$ cat src/rtl/debounce_pkg.sv
// rtl/debounce_pkg.sv - shared types and default parameters for the debounce event arbiter
package debounce_pkg;

  localparam int TICK_DIV_DEF     = 100000;
  localparam int STABLE_TICKS_DEF = 10;
  // Wide enough for the largest supported channel count (16).
  localparam int CH_W_MAX         = 4;

  typedef enum logic {
    IDLE  = 1'b0,
    OFFER = 1'b1
  } arb_state_t;

  typedef struct packed {
    logic [CH_W_MAX-1:0] ch;
    logic                level;
  } evt_t;

endpackage

$ cat src/rtl/debounce_channel.sv
// rtl/debounce_channel.sv - synchronizer, stability counter and clean level for one input
module debounce_channel
  import debounce_pkg::*;
#(
  parameter int STABLE_TICKS = STABLE_TICKS_DEF
) (
  input  logic clk,
  input  logic rst_n,
  input  logic tick,
  input  logic raw,
  output logic clean,
  output logic change
);

  localparam int CW = $clog2(STABLE_TICKS + 1);

  logic [1:0]    sync_ff;
  logic          old;
  logic [CW-1:0] cnt;
  logic          settled;

  assign settled = (cnt == CW'(STABLE_TICKS)) && (old != clean);

  always_ff @(posedge clk or negedge rst_n) begin
    if (!rst_n) begin
      sync_ff <= '0;
      old     <= 1'b0;
      cnt     <= '0;
      clean   <= 1'b0;
      change  <= 1'b0;
    end else begin
      sync_ff <= {sync_ff[0], raw};
      // Any disagreement restarts the stability window, tick or not.
      if (sync_ff[1] != old) begin
        old <= sync_ff[1];
        cnt <= '0;
      end else if (tick && (cnt < CW'(STABLE_TICKS))) begin
        cnt <= cnt + 1'b1;
      end
      if (settled) begin
        clean <= old;
      end
      change <= settled;
    end
  end

endmodule

$ cat src/rtl/debounce_event_arbiter.sv
// rtl/debounce_event_arbiter.sv - N-channel debouncer with round-robin valid/ready event port
// Optional DEBOUNCE_OVERRUN_EN adds sticky per-channel overrun flags.
module debounce_event_arbiter
  import debounce_pkg::*;
#(
  parameter int N_CH         = 4,
  parameter int TICK_DIV     = TICK_DIV_DEF,
  parameter int STABLE_TICKS = STABLE_TICKS_DEF,
  localparam int CH_W        = (N_CH > 1) ? $clog2(N_CH) : 1
) (
  input  logic            clk_in,
  input  logic            rst_n_in,
  input  logic [N_CH-1:0] bouncey_in,
  output logic [N_CH-1:0] clean_out,
  output logic            evt_valid_out,
  input  logic            evt_ready_in,
  output logic [CH_W-1:0] evt_ch_out,
  output logic            evt_level_out
`ifdef DEBOUNCE_OVERRUN_EN
  ,
  output logic [N_CH-1:0] overrun_out,
  input  logic            clr_overrun_in
`endif
);

  localparam int PW = (TICK_DIV > 1) ? $clog2(TICK_DIV) : 1;

  logic [PW-1:0]   pre_cnt;
  logic            tick;
  logic [N_CH-1:0] change;

  assign tick = (pre_cnt == PW'(TICK_DIV - 1));

  always_ff @(posedge clk_in or negedge rst_n_in) begin
    if (!rst_n_in) begin
      pre_cnt <= '0;
    end else begin
      pre_cnt <= tick ? '0 : pre_cnt + 1'b1;
    end
  end

  for (genvar i = 0; i < N_CH; i++) begin : g_ch
    debounce_channel #(
      .STABLE_TICKS(STABLE_TICKS)
    ) u_ch (
      .clk   (clk_in),
      .rst_n (rst_n_in),
      .tick  (tick),
      .raw   (bouncey_in[i]),
      .clean (clean_out[i]),
      .change(change[i])
    );
  end

  arb_state_t      state, state_next;
  evt_t            evt;
  logic [N_CH-1:0] pending, grant_clr;
  logic [CH_W-1:0] rr_ptr, pick, off_ch;
  logic            found, load, handshake, rearm;

  assign off_ch = CH_W'(evt.ch);

  // Walk downward so the smallest offset from rr_ptr is the last one written.
  always_comb begin
    found = 1'b0;
    pick  = '0;
    for (int k = N_CH - 1; k >= 0; k--) begin
      if (pending[(int'(rr_ptr) + k) % N_CH]) begin
        found = 1'b1;
        pick  = CH_W'((int'(rr_ptr) + k) % N_CH);
      end
    end
  end

  always_comb begin
    state_next = state;
    load       = 1'b0;
    handshake  = 1'b0;
    case (state)
      IDLE: begin
        if (found) begin
          load       = 1'b1;
          state_next = OFFER;
        end
      end
      OFFER: begin
        if (evt_ready_in) begin
          handshake  = 1'b1;
          state_next = IDLE;
        end
      end
      default: state_next = IDLE;
    endcase
  end

  // A level change seen on the offered channel keeps its pending bit alive.
  assign grant_clr = (handshake && !rearm) ? (N_CH'(1) << off_ch) : '0;

  always_ff @(posedge clk_in or negedge rst_n_in) begin
    if (!rst_n_in) begin
      state   <= IDLE;
      evt     <= '0;
      pending <= '0;
      rr_ptr  <= '0;
      rearm   <= 1'b0;
    end else begin
      state   <= state_next;
      pending <= (pending & ~grant_clr) | change;
      if (load) begin
        evt.ch    <= CH_W_MAX'(pick);
        evt.level <= clean_out[pick];
      end
      if ((state == IDLE) || handshake) begin
        rearm <= 1'b0;
      end else if (change[off_ch]) begin
        rearm <= 1'b1;
      end
      if (handshake) begin
        rr_ptr <= (off_ch == CH_W'(N_CH - 1)) ? '0 : off_ch + 1'b1;
      end
    end
  end

  assign evt_valid_out = (state == OFFER);
  assign evt_ch_out    = off_ch;
  assign evt_level_out = evt.level;

`ifdef DEBOUNCE_OVERRUN_EN
  always_ff @(posedge clk_in or negedge rst_n_in) begin
    if (!rst_n_in) begin
      overrun_out <= '0;
    end else begin
      overrun_out <= (clr_overrun_in ? '0 : overrun_out) | (change & pending);
    end
  end
`endif

endmodule

$ cat config.mk
export PLATFORM = sky130hd
export DESIGN_NAME = debounce_event_arbiter
export DESIGN_NICKNAME = d
export VERILOG_FILES = /design/src/rtl/debounce_pkg.sv /design/src/rtl/debounce_channel.sv /design/src/rtl/debounce_event_arbiter.sv
export SDC_FILE = /design/constraint.sdc
export NUM_CORES = 1
export LEC_CHECK = 0
export ABC_AREA = 1
export BUFFER_PORTS_ARGS = -buffer_cell sky130_fd_sc_hd__buf_4
export CAP_MARGIN = 40
export CORE_ASPECT_RATIO = 2
export CORE_MARGIN = 2
export CORE_UTILIZATION = 59
export CTS_CLUSTER_DIAMETER = 200
export DETAILED_ROUTE_END_ITERATION = 12
export HOLD_SLACK_MARGIN = 0.1
export MAX_ROUTING_LAYER = met4
export PLACE_DENSITY = 0.79
export SLEW_MARGIN = 10
export SYNTH_ARGS = -nofsm -noshare
export SYNTH_HDL_FRONTEND = slang
export SYNTH_SLANG_ARGS = --single-unit
$ cat constraint.sdc
create_clock -name clk_in -period 4.4 [get_ports clk_in]
set_clock_uncertainty 0.1 [all_clocks]
set_input_delay 0.22 -clock clk_in [delete_from_list [all_inputs] [get_ports clk_in]]
set_output_delay 0.22 -clock clk_in [all_outputs]
set_load 0.03 [all_outputs]
==> metrics.cfg, run 1 <==
[critical_path]
r2r_cells = 9
cp.arrival_ns = 2.01
path_max_fanout = 11
slowest_stage = dfrtp_1
crit_path_end_kind = register
r2r-start = rr_ptr[0]$_DFFE_PN0N_
r2r_slack_ns = 2.53
required_ns = 4.55
cpPeakStageDelay_ns = 0.53
setup.worst_path.start_class = register
path_class = register to register
crit_chain = inv_1, nand2_1, nand2_2, inv_1, nand2_1, nor3b_2, a21oi_2, nand3_1, o21ai_0
reg2reg_to = evt_ch_out[0]$_DFFE_PN0P_

[clocking]
clock_sinks = 64
clock_latency_ns = 0.34
cts_buffers = 9
cts_setup_buffers = 0
clk_pin_slew_ns = 0.07
h-tree-depth = 3
cts_tree = yes
cts_resized = 0
cts.path.max_buffers = 2
clock-root-buffer = clkbuf_8

[synth]
synth_top_area_share = 0.476
synth_area_leaders = dfrtp_1, nand2_1, inv_1
ys_types = 36
synth_top_area_cell = dfrtp_1
synthCells = 395
synth_area_sq_um = 3360
yosysWarnings = 0
yosys_register_bits = 64
synth_nets = 415
yosysSeqAreaShare = 0.476
syn_area_per_cell_sq_um = 8.52

[placed_design]
post_dp_cell_area_sq_um = 3480
placed_cells = 459
hpwl_um = 4730
portBuffers = 14
routabilityCongestion = 0.931

[timing]
rsz0062_at_grt = false
timing.setup.tns_ns = 0
worstMarginPinSlew_ns = 0.780
finalCriticalPeriod_ns = 1.87
finalCritPeriodShare = 0.424
hold_viol = 0
finalSetupViolCount = 0
drv_slew = 0
fmax_mhz = 536
relSlewSlack = 0.480

[floorplanning]
die_area_sq_um = 6360
rows = 38
core-area_sq_um = 5470
ios = 15
initial_core_util = 0.615
dieHeight_um = 111
die_w_um = 57.4

[min_path]
min_from = g_ch[2].u_ch.sync_ff[0]$_DFF_PN0_
min_path_type = register to register
hold_path_end = g_ch[2].u_ch.sync_ff[1]$_DFF_PN0_
hold_depth = 0

[global_routing]
grt_pass1_wl_um = 11700
antenna_found_initial = 0
grt_pass1_vias = 2766
grt_use_total = 0.245
grt_max_degree = 65
overflow = 0

[pwr]
seq_power_share = 0.407
vdd_drop_max_v = 0.000515
combPwrFrac = 0.316
swShare = 0.365
power_density_nw_per_um2 = 465
power.switching_uw = 632
clockPowerShare = 0.277
p_int_mw = 1.10
leakagePower_nw = 1.84

[final_layout]
fin_area_sq_um = 3730
mostFrequentLayoutCells = nand2_1, inv_1, dfrtp_1, nand3_1, o21ai_0
drive_above_1_share = 0.138
final_common_cell = nand2_1
nets = 436
antennaDiodeCount = 0
syn_to_final_growth_pct = 10.8
fin_util = 0.682
fin_cells = 480

[route]
routed_via_density = 5.45
num_vias = 2618
drt-wirelength-per-cell_um = 13.2
initialDrtViolationCount = 100
postRouteAntennaNets = 0
routed_wl_um = 6350
drc_errors = 0
drt-pass1-iter-count = 4

[run_status]
status = finished clean

[run]
cap_viol_max_count = 0

sequential cells by signal, indices dropped and copies added (netlist names):
| register | flops |
|---|---|
| g_ch.u_ch.clean | 4 |
| g_ch.u_ch.change | 4 |
| rr_ptr | 2 |
| pending | 4 |
| evt_valid_out | 1 |
| pre_cnt | 17 |
| evt_ch_out | 2 |
| rearm | 1 |
| evt_level_out | 1 |
| g_ch.u_ch.cnt | 16 |
| g_ch.u_ch.old | 4 |
| g_ch.u_ch.sync_ff | 8 |
worst max-delay path, delay by kind of cell, from the launching register on:
kind	cells	cell delay, ns
simple gates	5	0.55
buf+inv	2	0.19
compound gates	2	0.40
flops	1	0.53
per-layer routing:
| layer | global-route usage | wire (um) |
|---|---|---|
| met1 | 0.256 | 2310 |
| met2 | 0.407 | 3580 |
| met3 | 0.0560 | 216 |
| met4 | 0.144 | 252 |
| met5 | - | 0 |
cells in the mapped netlist:
cell type	n
buf_6	1
o21ai_0	26
nor3_2	2
o21ai_1	4
inv_2	2
clkbuf_1	4
nor2_4	3
nor4_1	2
clkinv_4	1
a21oi_1	21
ha_1	13
inv_6	1
nand3_1	35
nand3_2	2
nand2_4	2
or2_2	2
nor3b_2	1
o21a_1	1
nand4_1	12
nor2_2	4
dfrtp_1	64
o31ai_1	1
buf_4	5
o21ai_2	3
nand4_4	1
nor4_4	2
a211oi_1	1
nand2_1	72
xnor2_1	4
inv_1	70
nor2_1	22
a21boi_1	1
nand2_2	3
a21oi_2	1
nor3_1	1
xor2_1	5
metrics by stage:
| step | hold WS [ns] | worst slack (ns) | total power [mW] |
|---|---|---|---|
| global placement | 0.230 | 2.67 | 1.23 |
| global route | 0.254 | 2.38 | 1.86 |
| floorplan | -0.176 | 2.80 | 1.11 |
| finish | 0.247 | 2.53 | 1.73 |
| CTS | 0.248 | 2.58 | 1.74 |
| detailed placement | 0.231 | 2.61 | 1.25 |
logic make-up after synthesis:
kind of cell | count (synthesis) | synth area share
fa+ha+maj | 13 | 0.0483
compound gates | 59 | 0.0952
xor+xnor | 9 | 0.0234
simple gates | 166 | 0.253
flops | 64 | 0.476
buf+inv | 84 | 0.105
power by group through the flow:
| stage | Clock, mW | Sequential [mW] | Combinational, mW |
|---|---|---|---|
| 2_1_floorplan | 0 | 0.726 | 0.381 |
| 3_3_place_gp | 0 | 0.714 | 0.513 |
| 3_5_place_dp | 0 | 0.716 | 0.537 |
| 4_1_cts | 0.493 | 0.705 | 0.544 |
| 5_1_grt | 0.520 | 0.714 | 0.627 |
| 6_report | 0.479 | 0.705 | 0.548 |
how the worst max path moves through the flow:
stage | startpoint | to | cells after the start
global route | pre_cnt[0]$_DFF_PN0_ | pre_cnt[16]$_DFF_PN0_ | 12
floorplan | pre_cnt[0]$_DFF_PN0_ | pre_cnt[16]$_DFF_PN0_ | 12
CTS | rr_ptr[0]$_DFFE_PN0N_ | evt_valid_out$_DFF_PN0_ | 9
global placement | rr_ptr[0]$_DFFE_PN0N_ | evt_level_out$_DFFE_PN0P_ | 10
detailed placement | rr_ptr[0]$_DFFE_PN0N_ | evt_level_out$_DFFE_PN0P_ | 13
finish | rr_ptr[0]$_DFFE_PN0N_ | evt_ch_out[0]$_DFFE_PN0P_ | 9
area by class of cell:
cell class	instances	area, sq um
flip-flops and latches	64	1600
clock buffers	11	141
repair buffers	20	165
well taps	60	75.1
fillers	487	1740
inverters	74	288
multi-input cells	247	1410
clock inverters	4	45.0
what timing repair did:
action,4_1_cts,5_1_grt
endpoints found under the setup margin,0,0
hold endpoints to repair,70,0
hold buffers,6,0
No activity file was read; power rests on OpenSTA's default activity.
==> run 2, diff against run 1 <==
Settings changed: CORE_UTILIZATION 59 to 55, PLACE_DENSITY 0.79 to 0.77.
Clock period 4.4 ns to 1.7 ns, I/O delays scaled along.
==> metrics.cfg, run 2 (synthesis results as in run 1) <==
[critical_path]
r2r_slack_ns = -0.17  ; was 2.53 ns
cp.arrival_ns = 1.98  ; was 2.01 ns
required_ns = 1.81  ; was 4.55 ns
slowest_stage = dfrtp_1  ; unchanged
crit_chain = ha_2, nand2_2, inv_2, nand3_4, buf_4, inv_4, nand4_4, buf_4, nor2_4, a21oi_1, o21a_1  ; was inv_1, nand2_1, nand2_2, inv_1, nand2_1, nor3b_2, a21oi_2, nand3_1, o21ai_0
path_class = register to register  ; unchanged
setup.worst_path.start_class = register  ; unchanged
cpPeakStageDelay_ns = 0.37  ; was 0.53 ns
crit_path_end_kind = register  ; unchanged
path_max_fanout = 5  ; was 11
cpMostUsedCell = buf_4

[floorplanning]
die_area_sq_um = 6800  ; was 6360 sq um
dieHeight_um = 115  ; was 111 um
rows = 40  ; was 38
ios = 15  ; unchanged
die_w_um = 59.3  ; was 57.4 um
initial_core_util = 0.565  ; was 0.615
core-area_sq_um = 5960  ; was 5470 sq um

[timing]
hold_viol = 0  ; unchanged
rsz0062_at_grt = true  ; was false
timing.setup.tns_ns = -1.78  ; was 0 ns
fmax_mhz = 535  ; was 536 MHz
drv_slew = 0  ; unchanged
fin_ws_ns = -0.168  ; was 2.53 ns
finalSetupViolCount = 28  ; was 0
finalCriticalPeriod_ns = 1.87  ; about the same
finalCritPeriodShare = 1.10  ; was 0.424
relSlewSlack = 0.635  ; was 0.480
worstMarginPinSlew_ns = 0.543  ; was 0.780 ns

[final_layout]
syn_to_final_growth_pct = 21.4  ; was 10.8%
fin_cells = 503  ; was 480
reg_top3 = pre_cnt: 17 flops, g_ch.u_ch.cnt: 16 flops, g_ch.u_ch.sync_ff: 8 flops  ; unchanged
regMostFlops = pre_cnt  ; unchanged
drive_above_1_share = 0.216  ; was 0.138
fin_area_sq_um = 4080  ; was 3730 sq um
fillers = 472  ; was 487
largest_register_ffs = 17  ; unchanged
nets = 455  ; was 436
final_common_cell = inv_1  ; was nand2_1
antennaDiodeCount = 0  ; unchanged
mostFrequentLayoutCells = inv_1, nand2_1, dfrtp_1, nand3_1, buf_4  ; was nand2_1, inv_1, dfrtp_1, nand3_1, o21ai_0

[route]
drt-wirelength-per-cell_um = 14.1  ; was 13.2 um
wl_met1_um = 2620  ; was 2310 um
routed_via_density = 5.40  ; was 5.45
drt-pass1-iter-count = 4  ; unchanged
wl_met3_um = 181  ; was 216 um
drc_errors = 0  ; unchanged
num_vias = 2714  ; was 2618
postRouteAntennaNets = 0  ; unchanged
initialDrtViolationCount = 122  ; was 100
routed_wl_um = 7080  ; was 6350 um
routed.top_layer = met4  ; unchanged
wl_met2_um = 3990  ; was 3580 um

[clocking]
clock-root-buffer = clkbuf_16  ; was clkbuf_8
clk_pin_slew_ns = 0.05  ; was 0.07 ns
clock_sinks = 64  ; unchanged
h-tree-depth = 3  ; unchanged
clock_latency_ns = 0.33  ; was 0.34 ns
cts_buffers = 9  ; unchanged
cts.path.max_buffers = 2  ; unchanged
cts_tree = yes  ; unchanged

[global_routing]
grt_pass1_wl_um = 11700  ; about the same
antenna_found_initial = 0  ; unchanged
grt_max_degree = 47  ; was 65
grt_use_total = 0.237  ; was 0.245
grt_pass1_vias = 2712  ; was 2766
overflow = 0  ; unchanged

[placed_design]
routabilityCongestion = 0.938  ; was 0.931
placed_cells = 468  ; was 459
post_dp_cell_area_sq_um = 3550  ; was 3480 sq um
dp_slack_ns = -0.118  ; was 2.61 ns
portBuffers = 14  ; unchanged
hpwl_um = 4890  ; was 4730 um

[run_status]
violations = negative setup slack
status = finished, violations left  ; was finished clean

[pwr]
vdd_drop_max_v = 0.00116  ; was 0.000515 V
leakagePower_nw = 1.98  ; was 1.84 nW
power_mw = 4.98  ; was 1.73 mW
power_density_nw_per_um2 = 1220  ; was 465 nW/um^2

[run]
cap_viol_max_count = 0  ; unchanged

[min_path]
min_path_type = primary input to asynchronous set/reset pin  ; was register to register

[run 2: worst max-delay path: cells and delay by family (launching register included)]
family	cells	cell delay, ns
AO/OA/AOI/OAI	2	0.17
adder cells (fa/ha/maj)	1	0.20
buffers and inverters	4	0.51
flip-flops	1	0.37
AND/OR/NAND/NOR	4	0.42
[run 2: final cells by class]
type	instances	area, sq um	share of cell area
clock inverter	4	45.0	0.0110
tap	63	78.8	0.0193
timing repair buffer	39	333	0.0815
sequential	64	1600	0.392
clock buffer	12	236	0.0579
inverter	74	290	0.0711
multi-input combinational	247	1500	0.367
[run 2: power by group]
part	total, mW	switching (mW)	internal [mW]
registers	1.83	0.157	1.67
clock network	1.75	0.621	1.13
logic	1.40	0.903	0.496
[run 2: routing by layer]
layer,vias up,global-route usage
met5,-,-
met4,0,0.126
met3,22,0.0644
met2,48,0.411
met1,1303,0.229
li1,1341,-
[run 2: metrics by stage]
| stage | hold slack, ns | utilization |
|---|---|---|
| 2_1_floorplan | -0.311 | - |
| 3_3_place_gp | -0.122 | 0.597 |
| 3_5_place_dp | -0.121 | 0.597 |
| 4_1_cts | 0.183 | 0.665 |
| 5_1_grt | 0.115 | 0.686 |
| 6_report | 0.0881 | 0.686 |
[run 2: worst paths after layout]
check,from,to,cells after the start
worst max-delay path,pre_cnt[0]$_DFF_PN0_,g_ch[2].u_ch.cnt[1]$_DFFE_PN0P_,11
worst min-delay path,rst_n_in,g_ch[1].u_ch.cnt[0]$_DFFE_PN0P_,2
worst min register to register,g_ch[2].u_ch.sync_ff[0]$_DFF_PN0_,g_ch[2].u_ch.sync_ff[1]$_DFF_PN0_,0
min in group clk_in,g_ch[2].u_ch.sync_ff[0]$_DFF_PN0_,g_ch[2].u_ch.sync_ff[1]$_DFF_PN0_,0
max in group asynchronous,rst_n_in,pre_cnt[1]$_DFF_PN0_,3
worst max register to register,pre_cnt[0]$_DFF_PN0_,g_ch[2].u_ch.cnt[1]$_DFFE_PN0P_,11
[run 2: timing repair]
| item | in CTS | in global routing |
|---|---|---|
| resized for setup | 3 | 31 |
| hold buffers | 7 | 0 |
| buffers inserted | 5 | 8 |
| hold endpoints to repair | 72 | 0 |
| pin swaps | 3 | 16 |
| endpoints found under the setup margin | 14 | 47 |
==> run 3, diff against run 2 <==
Settings changed: ABC_AREA 1 to unset, CORE_UTILIZATION 55 to 46, PLACE_DENSITY 0.77 to 0.67, REMOVE_ABC_BUFFERS set to 1.
==> metrics.cfg, run 3 <==
[placed_design]
post_dp_cell_area_sq_um = 3290  ; was 3550 sq um
dp_slack_ns = -0.0511  ; was -0.118 ns
routabilityCongestion = 0.764  ; was 0.938
portBuffers = 14  ; unchanged
hpwl_um = 4070  ; was 4890 um

[route]
postRouteAntennaNets = 0  ; unchanged
routed_via_density = 5.20  ; was 5.40
wl_met2_um = 3420  ; was 3990 um
routed_wl_um = 6030  ; was 7080 um
wl_met3_um = 201  ; was 181 um
drt-wirelength-per-cell_um = 15.1  ; was 14.1 um
routed.top_layer = met4  ; unchanged
drc_errors = 0  ; unchanged
drt-pass1-iter-count = 4  ; unchanged
wl_met1_um = 2100  ; was 2620 um
num_vias = 2078  ; was 2714
initialDrtViolationCount = 52  ; was 122

[timing]
relSlewSlack = 0.718  ; was 0.635
fmax_mhz = 584  ; was 535 MHz
fin_ws_ns = -0.0120  ; was -0.168 ns
timing.setup.tns_ns = -0.0227  ; was -1.78 ns
drv_slew = 0  ; unchanged
finalSetupViolCount = 2  ; was 28
finalCritPeriodShare = 1.01  ; was 1.10
hold_viol = 0  ; unchanged
rsz0062_at_grt = true  ; unchanged
worstMarginPinSlew_ns = 0.421  ; was 0.543 ns
finalCriticalPeriod_ns = 1.71  ; was 1.87 ns
timing.hold.ws_ns = 0.144  ; was 0.0881 ns

[pwr]
swShare = 0.196  ; was 0.338
combPwrFrac = 0.025  ; was 0.281
clockPowerShare = 0.526  ; was 0.351
power_mw = 3.46  ; was 4.98 mW
vdd_drop_max_v = 0.000864  ; was 0.00116 V
seq_power_share = 0.449  ; was 0.368
power_density_nw_per_um2 = 903  ; was 1220 nW/um^2
power.switching_uw = 678  ; was 1.68 mW
p_int_mw = 2.78  ; was 3.30 mW
leakagePower_nw = 1.79  ; was 1.98 nW

[final_layout]
reg_top3 = pre_cnt: 17 flops, g_ch.u_ch.cnt: 16 flops, g_ch.u_ch.sync_ff: 8 flops  ; unchanged
fin_area_sq_um = 3830  ; was 4080 sq um
fillers = 567  ; was 472
mostFrequentLayoutCells = dfrtp_1, buf_4, nor2_1, nand2_1, xnor2_1  ; was inv_1, nand2_1, dfrtp_1, nand3_1, buf_4
regMostFlops = pre_cnt  ; unchanged
antennaDiodeCount = 0  ; unchanged
syn_to_final_growth_pct = 26.3  ; was 21.4%
largest_register_ffs = 17  ; unchanged
seq_area_sq_um = 1600  ; about the same
multi_input_area_sq_um = 1420  ; was 1500 sq um
final_common_cell = dfrtp_1  ; was inv_1
nets = 329  ; was 455
drive_above_1_share = 0.264  ; was 0.216

[floorplanning]
initial_core_util = 0.477  ; was 0.565
rows = 41  ; was 40
core-area_sq_um = 6360  ; was 5960 sq um
die_area_sq_um = 7300  ; was 6800 sq um
ios = 15  ; unchanged
dieHeight_um = 119  ; was 115 um
die_w_um = 61.4  ; was 59.3 um

[synth]
yosysWarnings = 0  ; unchanged
synthCells = 265  ; was 395
yosysSeqAreaShare = 0.528  ; was 0.476
synth.most_common_cell = dfrtp_1  ; was nand2_1
synthTopCellsByCount = dfrtp_1, nor2_1, nand2_1  ; was nand2_1, inv_1, dfrtp_1
async_reset_ff_frac = 1.00  ; unchanged
yosys_register_bits = 64  ; unchanged
synth_top_area_share = 0.528  ; was 0.476
synth_area_leaders = dfrtp_1, ha_1, xnor2_1  ; was dfrtp_1, nand2_1, inv_1
synth_top_area_cell = dfrtp_1  ; unchanged
synth-main-ff-cell = dfrtp_1  ; unchanged
syn_area_per_cell_sq_um = 11.4  ; was 8.52 sq um
synth_area_sq_um = 3030  ; was 3360 sq um
ys_types = 46  ; was 36
synth_edf_count = 0  ; unchanged

[clocking]
clock_latency_ns = 0.33  ; about the same
cts.path.max_buffers = 2  ; unchanged
clk_pin_slew_ns = 0.05  ; about the same
clock-root-buffer = clkbuf_16  ; unchanged
cts_buffers = 9  ; unchanged
h-tree-depth = 3  ; unchanged
cts_tree = yes  ; unchanged
clock_sinks = 64  ; unchanged

[critical_path]
cp.arrival_ns = 1.82  ; was 1.98 ns
required_ns = 1.80  ; was 1.81 ns
reg2reg_to = g_ch[0].u_ch.cnt[2]$_DFFE_PN0P_  ; was g_ch[2].u_ch.cnt[1]$_DFFE_PN0P_
r2r_cells = 7  ; was 11
r2r-start = pre_cnt[1]$_DFF_PN0_  ; was pre_cnt[0]$_DFF_PN0_
path_max_fanout = 7  ; was 5
path_class = register to register  ; unchanged
r2r_slack_ns = -0.01  ; was -0.17 ns
crit_path_end_kind = register  ; unchanged
setup.worst_path.start_class = register  ; unchanged

[global_routing]
antenna_found_initial = 0  ; unchanged
grt_use_total = 0.188  ; was 0.237
grt_max_degree = 34  ; was 47
overflow = 0  ; unchanged
grt_pass1_vias = 2092  ; was 2712
grt_pass1_wl_um = 9570  ; was 11700 um

[min_path]
min_path_type = primary input to asynchronous set/reset pin  ; unchanged

[run_status]
violations = negative setup slack  ; unchanged
status = finished, violations left  ; unchanged

[run]
cap_viol_max_count = 0  ; unchanged

==> run 3: layer usage <==
layer | global-route usage | vias to the layer above
li1 | - | 999
met1 | 0.178 | 1016
met2 | 0.311 | 43
met3 | 0.0532 | 20
met4 | 0.124 | 0
met5 | - | -
==> run 3: layout make-up <==
type                    count  share of cell area
well taps                  86              0.0281
inverters                   8             0.00784
flip-flops and latches     64               0.419
clock inverters             3              0.0105
multi-input cells         183               0.371
repair buffers             43              0.0963
clock buffers              13              0.0679
==> run 3: power groups by stage <==
| stage | combinational, mW | clock [mW] | sequential [mW] |
|---|---|---|---|
| floorplan | 0.0218 | 0 | 1.58 |
| CTS | 0.0872 | 1.88 | 1.55 |
| detailed placement | 0.0754 | 0 | 1.58 |
| finish | 0.0848 | 1.82 | 1.55 |
| global placement | 0.0749 | 0 | 1.58 |
| global route | 0.0971 | 1.95 | 1.55 |
==> run 3: timing repair <==
item	in CTS	in global routing
hold endpoints to repair	71	0
setup buffers	2	8
pin swaps	1	10
endpoints found under the setup margin	7	13
hold buffers	6	0
gates resized for setup	5	21
==> run 3: worst max-delay path by stage <==
stage | depth (start not counted) | endpoint | from
final | 7 | g_ch[0].u_ch.cnt[2]$_DFFE_PN0P_ | pre_cnt[1]$_DFF_PN0_
after global routing | 7 | g_ch[0].u_ch.cnt[2]$_DFFE_PN0P_ | pre_cnt[1]$_DFF_PN0_
after CTS | 6 | g_ch[0].u_ch.cnt[1]$_DFFE_PN0P_ | pre_cnt[1]$_DFF_PN0_
after detailed placement | 5 | evt_level_out$_DFFE_PN0P_ | rr_ptr[1]$_DFFE_PN0N_
after global placement | 5 | evt_level_out$_DFFE_PN0P_ | rr_ptr[1]$_DFFE_PN0N_
after floorplan | 6 | g_ch[2].u_ch.cnt[2]$_DFFE_PN0P_ | pre_cnt[0]$_DFF_PN0_
==> run 3: kinds of logic after synthesis <==
family | synth area share
compound gates | 0.0961
flops | 0.528
fa+ha+maj | 0.0536
simple gates | 0.179
buf+inv | 0.0322
mux | 0.0330
xor+xnor | 0.0779
==> run 3: worst max-delay path, cell delays in order (launching register included) <==
cell     delay, ns
dfrtp_1       0.40
ha_4          0.16
and4_4        0.27
nand2_8       0.08
nor2_8        0.17
buf_6         0.15
and4b_1       0.20
nor3_2        0.04
==> run 3: through the flow <==
step	cells	util
after floorplan	255	-
after global placement	368	0.517
after detailed placement	368	0.517
after CTS	392	0.580
after global routing	400	0.602
final	400	0.602
